## config.mk

```make
export PLATFORM = sky130hd
export DESIGN_NAME = shift_unit_seq
export DESIGN_NICKNAME = d
export VERILOG_FILES = /design/src/rtl/shift_unit_seq_pkg.sv /design/src/rtl/shift_unit_seq_step.sv /design/src/rtl/shift_unit_seq.sv
export SDC_FILE = /design/constraint.sdc
export NUM_CORES = 1
export LEC_CHECK = 0
export ABC_AREA = 1
export BUFFER_PORTS_ARGS = -buffer_cell sky130_fd_sc_hd__buf_2
export CAP_MARGIN = 20
export CORE_ASPECT_RATIO = 0.6
export CORE_MARGIN = 5
export CORE_UTILIZATION = 45
export DETAILED_ROUTE_END_ITERATION = 8
export PLACE_DENSITY = 0.7
export RECOVER_POWER = 100
export SLEW_MARGIN = 40
export SYNTH_ARGS = -nofsm -noshare
export SYNTH_HDL_FRONTEND = slang
export SYNTH_HIERARCHICAL = 1
export SYNTH_SLANG_ARGS = --single-unit
```

## constraint.sdc

```tcl
create_clock -name clk -period 3.21 [get_ports clk]
set_input_delay 0.321 -clock clk [delete_from_list [all_inputs] [get_ports clk]]
set_output_delay 0.321 -clock clk [all_outputs]
set_load 0.02 [all_outputs]
```

## src/rtl/shift_unit_seq_pkg.sv

```systemverilog
// Shared definitions for the sequential shift unit: widths, op codes, FSM states.
package shift_unit_seq_pkg;

  localparam int DATA_W  = 32;
  localparam int SHAMT_W = 5;

  // Shift kind; the reserved code leaves the operand untouched.
  typedef enum logic [1:0] {
    SHIFT_SLL  = 2'b00,
    SHIFT_SRL  = 2'b01,
    SHIFT_SRA  = 2'b10,
    SHIFT_PASS = 2'b11
  } shift_op_e;

  // Controller states.
  typedef enum logic [1:0] {
    IDLE  = 2'b00,
    SHIFT = 2'b01,
    DONE  = 2'b10
  } state_e;

endpackage

```

## src/rtl/shift_unit_seq_step.sv

```systemverilog
// One-bit shift of a word according to the shift kind (purely combinational).
module shift_step
  import shift_unit_seq_pkg::*;
(
  input  shift_op_e         op,
  input  logic [DATA_W-1:0] value,
  output logic [DATA_W-1:0] result
);

  // Select fill bit and direction for a single-position shift.
  always_comb begin
    result = value;
    case (op)
      SHIFT_SLL: result = {value[DATA_W-2:0], 1'b0};
      SHIFT_SRL: result = {1'b0, value[DATA_W-1:1]};
      SHIFT_SRA: result = {value[DATA_W-1], value[DATA_W-1:1]};
      default:   result = value;
    endcase
  end

endmodule

```

## src/rtl/shift_unit_seq.sv

```systemverilog
// Sequential shifter: one bit per clock, shamt+2 cycles total occupancy.
//
// Handshake: start is only looked at in IDLE; the operands are captured on
// that edge and may change freely afterwards. busy is high exactly while in
// SHIFT, done is a one-cycle pulse while in DONE, and the two are never high
// together. shift_out holds the result until the next accepted start.
module shift_unit_seq
  import shift_unit_seq_pkg::*;
(
  input  logic              clk,
  input  logic              reset_n,
  input  logic              start,
  input  logic [1:0]        op,
  input  logic [4:0]        shamt,
  input  logic [31:0]       shift_in,
  output logic [31:0]       shift_out,
  output logic              busy,
  output logic              done
);

  state_e               state_q;
  state_e               state_d;
  logic [SHAMT_W-1:0]   cnt_q;
  shift_op_e            op_q;
  logic [DATA_W-1:0]    step_val;

  shift_step u_step (
    .op     (op_q),
    .value  (shift_out),
    .result (step_val)
  );

  // Next-state logic: SHIFT exits once the counter is exhausted; DONE lasts one cycle.
  always_comb begin
    state_d = state_q;
    case (state_q)
      IDLE:    if (start) state_d = SHIFT;
      SHIFT:   if (cnt_q == '0) state_d = DONE;
      DONE:    state_d = IDLE;
      default: state_d = IDLE;
    endcase
  end

  // State register.
  always_ff @(posedge clk or negedge reset_n) begin
    if (!reset_n) state_q <= IDLE;
    else          state_q <= state_d;
  end

  // Datapath: capture on accepted start, then one shift per edge while the counter is non-zero.
  always_ff @(posedge clk or negedge reset_n) begin
    if (!reset_n) begin
      shift_out <= '0;
      cnt_q     <= '0;
      op_q      <= SHIFT_SLL;
    end else if (state_q == IDLE && start) begin
      shift_out <= shift_in;
      cnt_q     <= shamt;
      op_q      <= shift_op_e'(op);
    end else if (state_q == SHIFT && cnt_q != '0) begin
      shift_out <= step_val;
      cnt_q     <= cnt_q - 1'b1;
    end
  end

  assign busy = (state_q == SHIFT);
  assign done = (state_q == DONE);

endmodule

```

Word level (Yosys, flattened, before mapping) --
Cells that the tools add are included.
Storage, ports and cells: bits in registers 41, input bits 42
Operators by class: add/sub/neg operators 1, eq/ne operators 7, mux-type cells 8, reduce and logical (&&, ||, !) cells 12
Operator list (count):
- case mux 32 bit (3 select lines) | 1
- 2-to-1 mux 32 bit | 2
- 2-to-1 mux 5 bit | 2
- zero test 5 bit | 1
- nonzero test 5 bit | 1
- subtractor 5 x 1 -> 5 bit (second input constant) | 1
- == test 2 x 1 -> 1 bit (second input constant) | 2
- == test 2 bit (second input constant) | 2
- zero test 2 bit | 2
- 2-to-1 mux 2 bit | 2
- != test 2 bit (second input constant) | 2
- case mux 2 bit (2 select lines) | 1
- AND reduction 2 bit | 2
- nonzero test 4 bit | 1
- AND reduction 3 bit | 1
- nonzero test 3 bit | 1
- logical AND 1 bit | 2
- != test 2 x 1 -> 1 bit (second input constant) | 1
- nonzero test 2 bit | 1

Logic depth before layout (Yosys ltp) --
depth in word-level cells 4, gate-level depth with buffers 10, gate-level depth less buffers 9

Modules after synthesis --
The synthesis kept the hierarchy.
By module, submodules not included:
- shift_unit_seq | instances 1, cells each 305, area each 2230.9 um^2, sequential area each 1026.0 um^2
- shift_step | instances 1, cells each 144, area each 631.9 um^2, sequential area each 0.0 um^2

Worst setup path after synthesis --
OpenSTA, ideal clock, no wires.
path kind register to register, start register cnt_q[0], end register shift_out[17], setup time 117 ps, data arrival time 1286 ps, data required time 3093 ps, slack 1807 ps, stages on the path, launching flop included 11, clock period less this slack 1403 ps, path through dfrtp_1 inv_1 ha_1 inv_1 nor2_4 nand3b_4 nand2_4 nand2_4 buf_6 nand2_1 nand2_1
On the way: longest elaborated chain between the ends 4
RTL lines:
- from (decl) | RTL line shift_unit_seq.sv:23 | logic [SHAMT_W-1:0] cnt_q;
- from (signal assigned) | RTL line shift_unit_seq.sv:58 | cnt_q <= shamt;
- from (signal assigned) | RTL line shift_unit_seq.sv:62 | cnt_q <= cnt_q - 1'b1;
- nonzero test 5 bit | RTL line shift_unit_seq.sv:60 | end else if (state_q == SHIFT && cnt_q != '0) begin
- logical AND 1 bit | RTL line shift_unit_seq.sv:60
- nonzero test 2 bit (no source line)
- AND reduction 2 bit (no source line)
- to (signal assigned) | RTL line shift_unit_seq.sv:57 | shift_out <= shift_in;
- to (signal assigned) | RTL line shift_unit_seq.sv:61 | shift_out <= step_val;
- to (decl) | RTL line shift_unit_seq.sv:16 | output logic [31:0] shift_out,
Every way passes these cells. A chain may end at the register's enable or synchronous reset.

Worst setup path in the final report --
start register state_q[1], end register cnt_q[0]
On the way: longest elaborated chain between the ends 3, elaborated cells between the ends (all ways) 6, those cells by class eq/ne (1); mux (1); reduce/logical (4)
RTL lines:
- from (decl) | RTL line shift_unit_seq.sv:21 | state_e state_q;
- from (signal assigned) | RTL line shift_unit_seq.sv:47 | else state_q <= state_d;
- == test 2 x 1 -> 1 bit / zero test 2 bit (equally long branches) | RTL line shift_unit_seq.sv:60, shift_unit_seq.sv:56
- logical AND 1 bit (on tied branches) | RTL line shift_unit_seq.sv:60, shift_unit_seq.sv:56
- nonzero test 2 bit (no source line) / 2-to-1 mux 5 bit (equally long branches)
Several ways; a longest one is shown, not always the timed one.

==> metrics.txt <==
# TYPE chip_impl_metric gauge
chip_impl_info{name="status",value="complete, but fails checks"} 1
chip_impl_info{name="violations_in_the_final_reports",value="max-capacitance violations, max-slew violations"} 1
chip_impl_metric{name="cp_data_required_time",unit="ns"} 3.44
chip_impl_metric{name="grt_first_pass_wirelength",unit="µm"} 13500
chip_impl_metric{name="maxClockFrequency",unit="MHz"} 454
chip_impl_metric{name="drc",unit=""} 0
chip_impl_metric{name="max-cap-violations",unit=""} 1
chip_impl_metric{name="skew",unit="ns"} 0.00604
chip_impl_metric{name="routed-wl-met3",unit="µm"} 630
chip_impl_metric{name="number_of_antenna_violations_at_the_first_check_in_global_routing",unit=""} 0
chip_impl_metric{name="post_synth_instance_area",unit="mm²"} 0.00286
chip_impl_info{name="critical_path.top_delay_family",value="buffers and inverters"} 1
chip_impl_metric{name="wl_met1",unit="µm"} 3780
chip_impl_info{name="critPathMostFrequentCell",value="sky130_fd_sc_hd__nand2_1"} 1
chip_impl_metric{name="num-fill-cells",unit=""} 655
chip_impl_metric{name="timing.critical_path.fanout_max",unit=""} 41
chip_impl_info{name="rsz0062_at_grt",value="false"} 1
chip_impl_metric{name="floorplan.initialDensity",unit=""} 0.466
chip_impl_metric{name="ys_types",unit=""} 17
chip_impl_metric{name="cts_made_buffers",unit=""} 5
chip_impl_metric{name="rows",unit=""} 22
chip_impl_info{name="worst-setup-path-type",value="register to register"} 1
chip_impl_metric{name="nets",unit=""} 548
chip_impl_info{name="mostFrequentLayoutCell",value="sky130_fd_sc_hd__nand2_1"} 1
chip_impl_metric{name="design.die.area",unit="mm²"} 0.00811
chip_impl_metric{name="drt_wl_total",unit="µm"} 7870
chip_impl_metric{name="quantity_of_gates_resized_following_cts",unit=""} 0
chip_impl_metric{name="grt_start_max_net_pins",unit=""} 61
chip_impl_metric{name="setup_viol_count_final",unit=""} 0
chip_impl_metric{name="power_density",unit="mW/mm²"} 1080
chip_impl_info{name="cpMaxStageDelayCell",value="sky130_fd_sc_hd__inv_1"} 1
chip_impl_info{name="clk_root_buffer_cell",value="sky130_fd_sc_hd__clkbuf_8"} 1
chip_impl_metric{name="drt-wirelength-per-cell",unit="µm"} 13.3
chip_impl_metric{name="clock_latency",unit="ns"} 0.29
chip_impl_metric{name="drt_first_pass_iters",unit=""} 6
chip_impl_metric{name="data_arrival_time_of_the_worst_path",unit="ns"} 2.43
chip_impl_metric{name="synthesis.nets",unit=""} 492
chip_impl_info{name="critical_path.cell_chain",value="inv_1, nand3_4, inv_1, nand2_1, o21ai_0, nand2_1, nand2_1"} 1
chip_impl_metric{name="min_period_over_period",unit=""} 0.686
chip_impl_metric{name="peakVddDrop",unit="mV"} 0.435
chip_impl_metric{name="sequential_cell_area",unit="mm²"} 0.00103
chip_impl_info{name="worst_setup_path_start_kind",value="register"} 1
chip_impl_metric{name="diodes",unit=""} 0
chip_impl_metric{name="synthesis.instances",unit=""} 449
chip_impl_metric{name="fp.dieW",unit="µm"} 113
chip_impl_metric{name="route.vias.total",unit=""} 3008
chip_impl_metric{name="multi_input_area",unit="mm²"} 0.00158
chip_impl_info{name="cts_tree",value="done"} 1
chip_impl_metric{name="layoutNonFillerInstCount",unit=""} 590
chip_impl_metric{name="critPathBufInv",unit=""} 2
chip_impl_info{name="top_signal_layer_used",value="met4"} 1
chip_impl_metric{name="route.detailed.vias_per_inst",unit=""} 5.10
chip_impl_metric{name="port_buffers",unit=""} 75
chip_impl_metric{name="yosysSeqAreaShare",unit=""} 0.358
chip_impl_metric{name="synth.yosys.warnings",unit=""} 6
chip_impl_metric{name="post-route-util",unit=""} 0.523
chip_impl_metric{name="finalCriticalPeriod",unit="ns"} 2.20
chip_impl_metric{name="detail-route-antenna-nets",unit=""} 0
chip_impl_metric{name="maxSlewHeadroom",unit=""} -0.430
chip_impl_metric{name="fp.coreArea",unit="mm²"} 0.00614
chip_impl_metric{name="synthesis.area_per_instance",unit="µm²"} 6.38
chip_impl_metric{name="gp_routability_congestion",unit=""} 0.795
chip_impl_metric{name="post_cts_hold_buffer_count",unit=""} 0
chip_impl_metric{name="timing_max_transition_violations_final",unit=""} 42
chip_impl_metric{name="setup_total_negative_slack",unit="ns"} 0
chip_impl_metric{name="postSynthRegisterBits",unit=""} 41
chip_impl_metric{name="grt_util_all_layers",unit=""} 0.201
chip_impl_metric{name="top_ports",unit=""} 76
chip_impl_metric{name="drive_gt1_frac",unit=""} 0.125
chip_impl_metric{name="timing.hold.ws",unit="ns"} 0.231
chip_impl_info{name="crit_path_end_kind",value="register"} 1
chip_impl_metric{name="overflow",unit=""} 0
chip_impl_metric{name="h_tree_level_count",unit=""} 2
chip_impl_metric{name="place_hpwl",unit="µm"} 5120
chip_impl_metric{name="worst_setup_hold_path_clk_slew",unit="ns"} 0.07
chip_impl_metric{name="worst_path_max_stage_delay",unit="ns"} 0.94
chip_impl_metric{name="tightest_slew",unit="ns"} 2.15
chip_impl_metric{name="drt_iter0_markers",unit=""} 249
chip_impl_metric{name="post_cts_buffers",unit=""} 0
chip_impl_metric{name="first_global_vias",unit=""} 2845
chip_impl_metric{name="place_inst",unit=""} 582
chip_impl_info{name="timing.hold.worst.class",value="primary input to register"} 1
chip_impl_metric{name="hold_viol",unit=""} 0
chip_impl_metric{name="die_height",unit="µm"} 71.8
chip_impl_metric{name="area_growth_syn_to_layout",unit="%"} 12.2
chip_impl_metric{name="clock_sinks",unit=""} 41
chip_impl_metric{name="clk_path_buf_depth",unit=""} 2
chip_impl_metric{name="p_leak",unit="nW"} 1.78
chip_impl_info{name="most_frequent_cells_in_the_layout",value="sky130_fd_sc_hd__nand2_1 (250), sky130_fd_sc_hd__nand3_1 (101), sky130_fd_sc_hd__dfrtp_1 (41)"} 1
chip_impl_metric{name="met2RoutedLength",unit="µm"} 3390
cell type report:
cell class / count / area share
clock buffer: 7 / 0.0300
clock inverter: 1 / 0.00156
inverter: 11 / 0.0129
multi-input combinational: 367 / 0.491
sequential: 41 / 0.320
tap: 84 / 0.0327
timing repair buffer: 79 / 0.113
cell usage after synthesis (all sizes together):
cell type / count / area, µm²
nand3b: 1 / 20.0
nand2: 253 / 965
buf: 30 / 218
dfrtp: 41 / 1030
ha: 1 / 12.5
nor2: 6 / 37.5
inv: 11 / 41.3
o21ai: 3 / 15.0
nor3: 1 / 5.00
nand3: 102 / 523
power breakdown:
| part | leakage [nW] | total, mW | internal, mW | switching, mW |
|---|---|---|---|---|
| logic | 1.20 | 2.08 | 0.641 | 1.44 |
| registers | 0.527 | 1.00 | 0.739 | 0.263 |
| clock network | 0.0542 | 0.373 | 0.194 | 0.179 |
per-layer routing:
layer	up-vias	track usage
li1	1529	-
met1	1363	0.288
met2	108	0.302
met3	8	0.0464
met4	0	0.0613
met5	-	0
metrics by stage:
step / area (µm²) / power [mW] / setup slack, ns
2_1_floorplan: 2860 / 2.71 / 1.81
3_3_place_gp: 3160 / 3.08 / 1.29
3_5_place_dp: 3160 / 3.14 / 1.22
4_1_cts: 3260 / 3.52 / 1.21
5_1_grt: 3210 / 3.83 / 0.729
6_report: 3210 / 3.46 / 1.01
sequential cells by signal, indices dropped and copies added (netlist names):
| signal | count |
|---|---|
| shift_out | 32 |
| cnt_q | 5 |
| op_q | 2 |
| state_q | 2 |
cell families (layout without fill, tap and decap cells):
| family | count (synthesis) | after routing | share of synthesized area |
|---|---|---|---|
| simple gates | 363 | 363 | 0.542 |
| buf+inv | 41 | 98 | 0.0905 |
| compound gates | 3 | 3 | 0.00524 |
| fa+ha+maj | 1 | 1 | 0.00437 |
| flops | 41 | 41 | 0.358 |
final timing paths:
kind	start	to	slack [ns]	cells past startpoint
setup / recovery	state_q[1]	cnt_q[0]	1.01	7
hold / removal	shamt[4]	cnt_q[4]	0.23	3
setup reg to reg	state_q[1]	cnt_q[0]	1.01	7
hold reg to reg	state_q[1]	state_q[1]	0.52	1
max in group asynchronous	reset_n	shift_out[23]	1.34	1
min in group asynchronous	reset_n	cnt_q[1]	0.64	1
worst reg2reg max path, cell delays in order, from the launching register on:
cell and delay, ns:
sky130_fd_sc_hd__dfrtp_1 0.42, sky130_fd_sc_hd__inv_1 0.13, sky130_fd_sc_hd__nand3_4 0.20, sky130_fd_sc_hd__inv_1 0.94
sky130_fd_sc_hd__nand2_1 0.14, sky130_fd_sc_hd__o21ai_0 0.13, sky130_fd_sc_hd__nand2_1 0.09, sky130_fd_sc_hd__nand2_1 0.09
(Power assumes the default switching activity.)
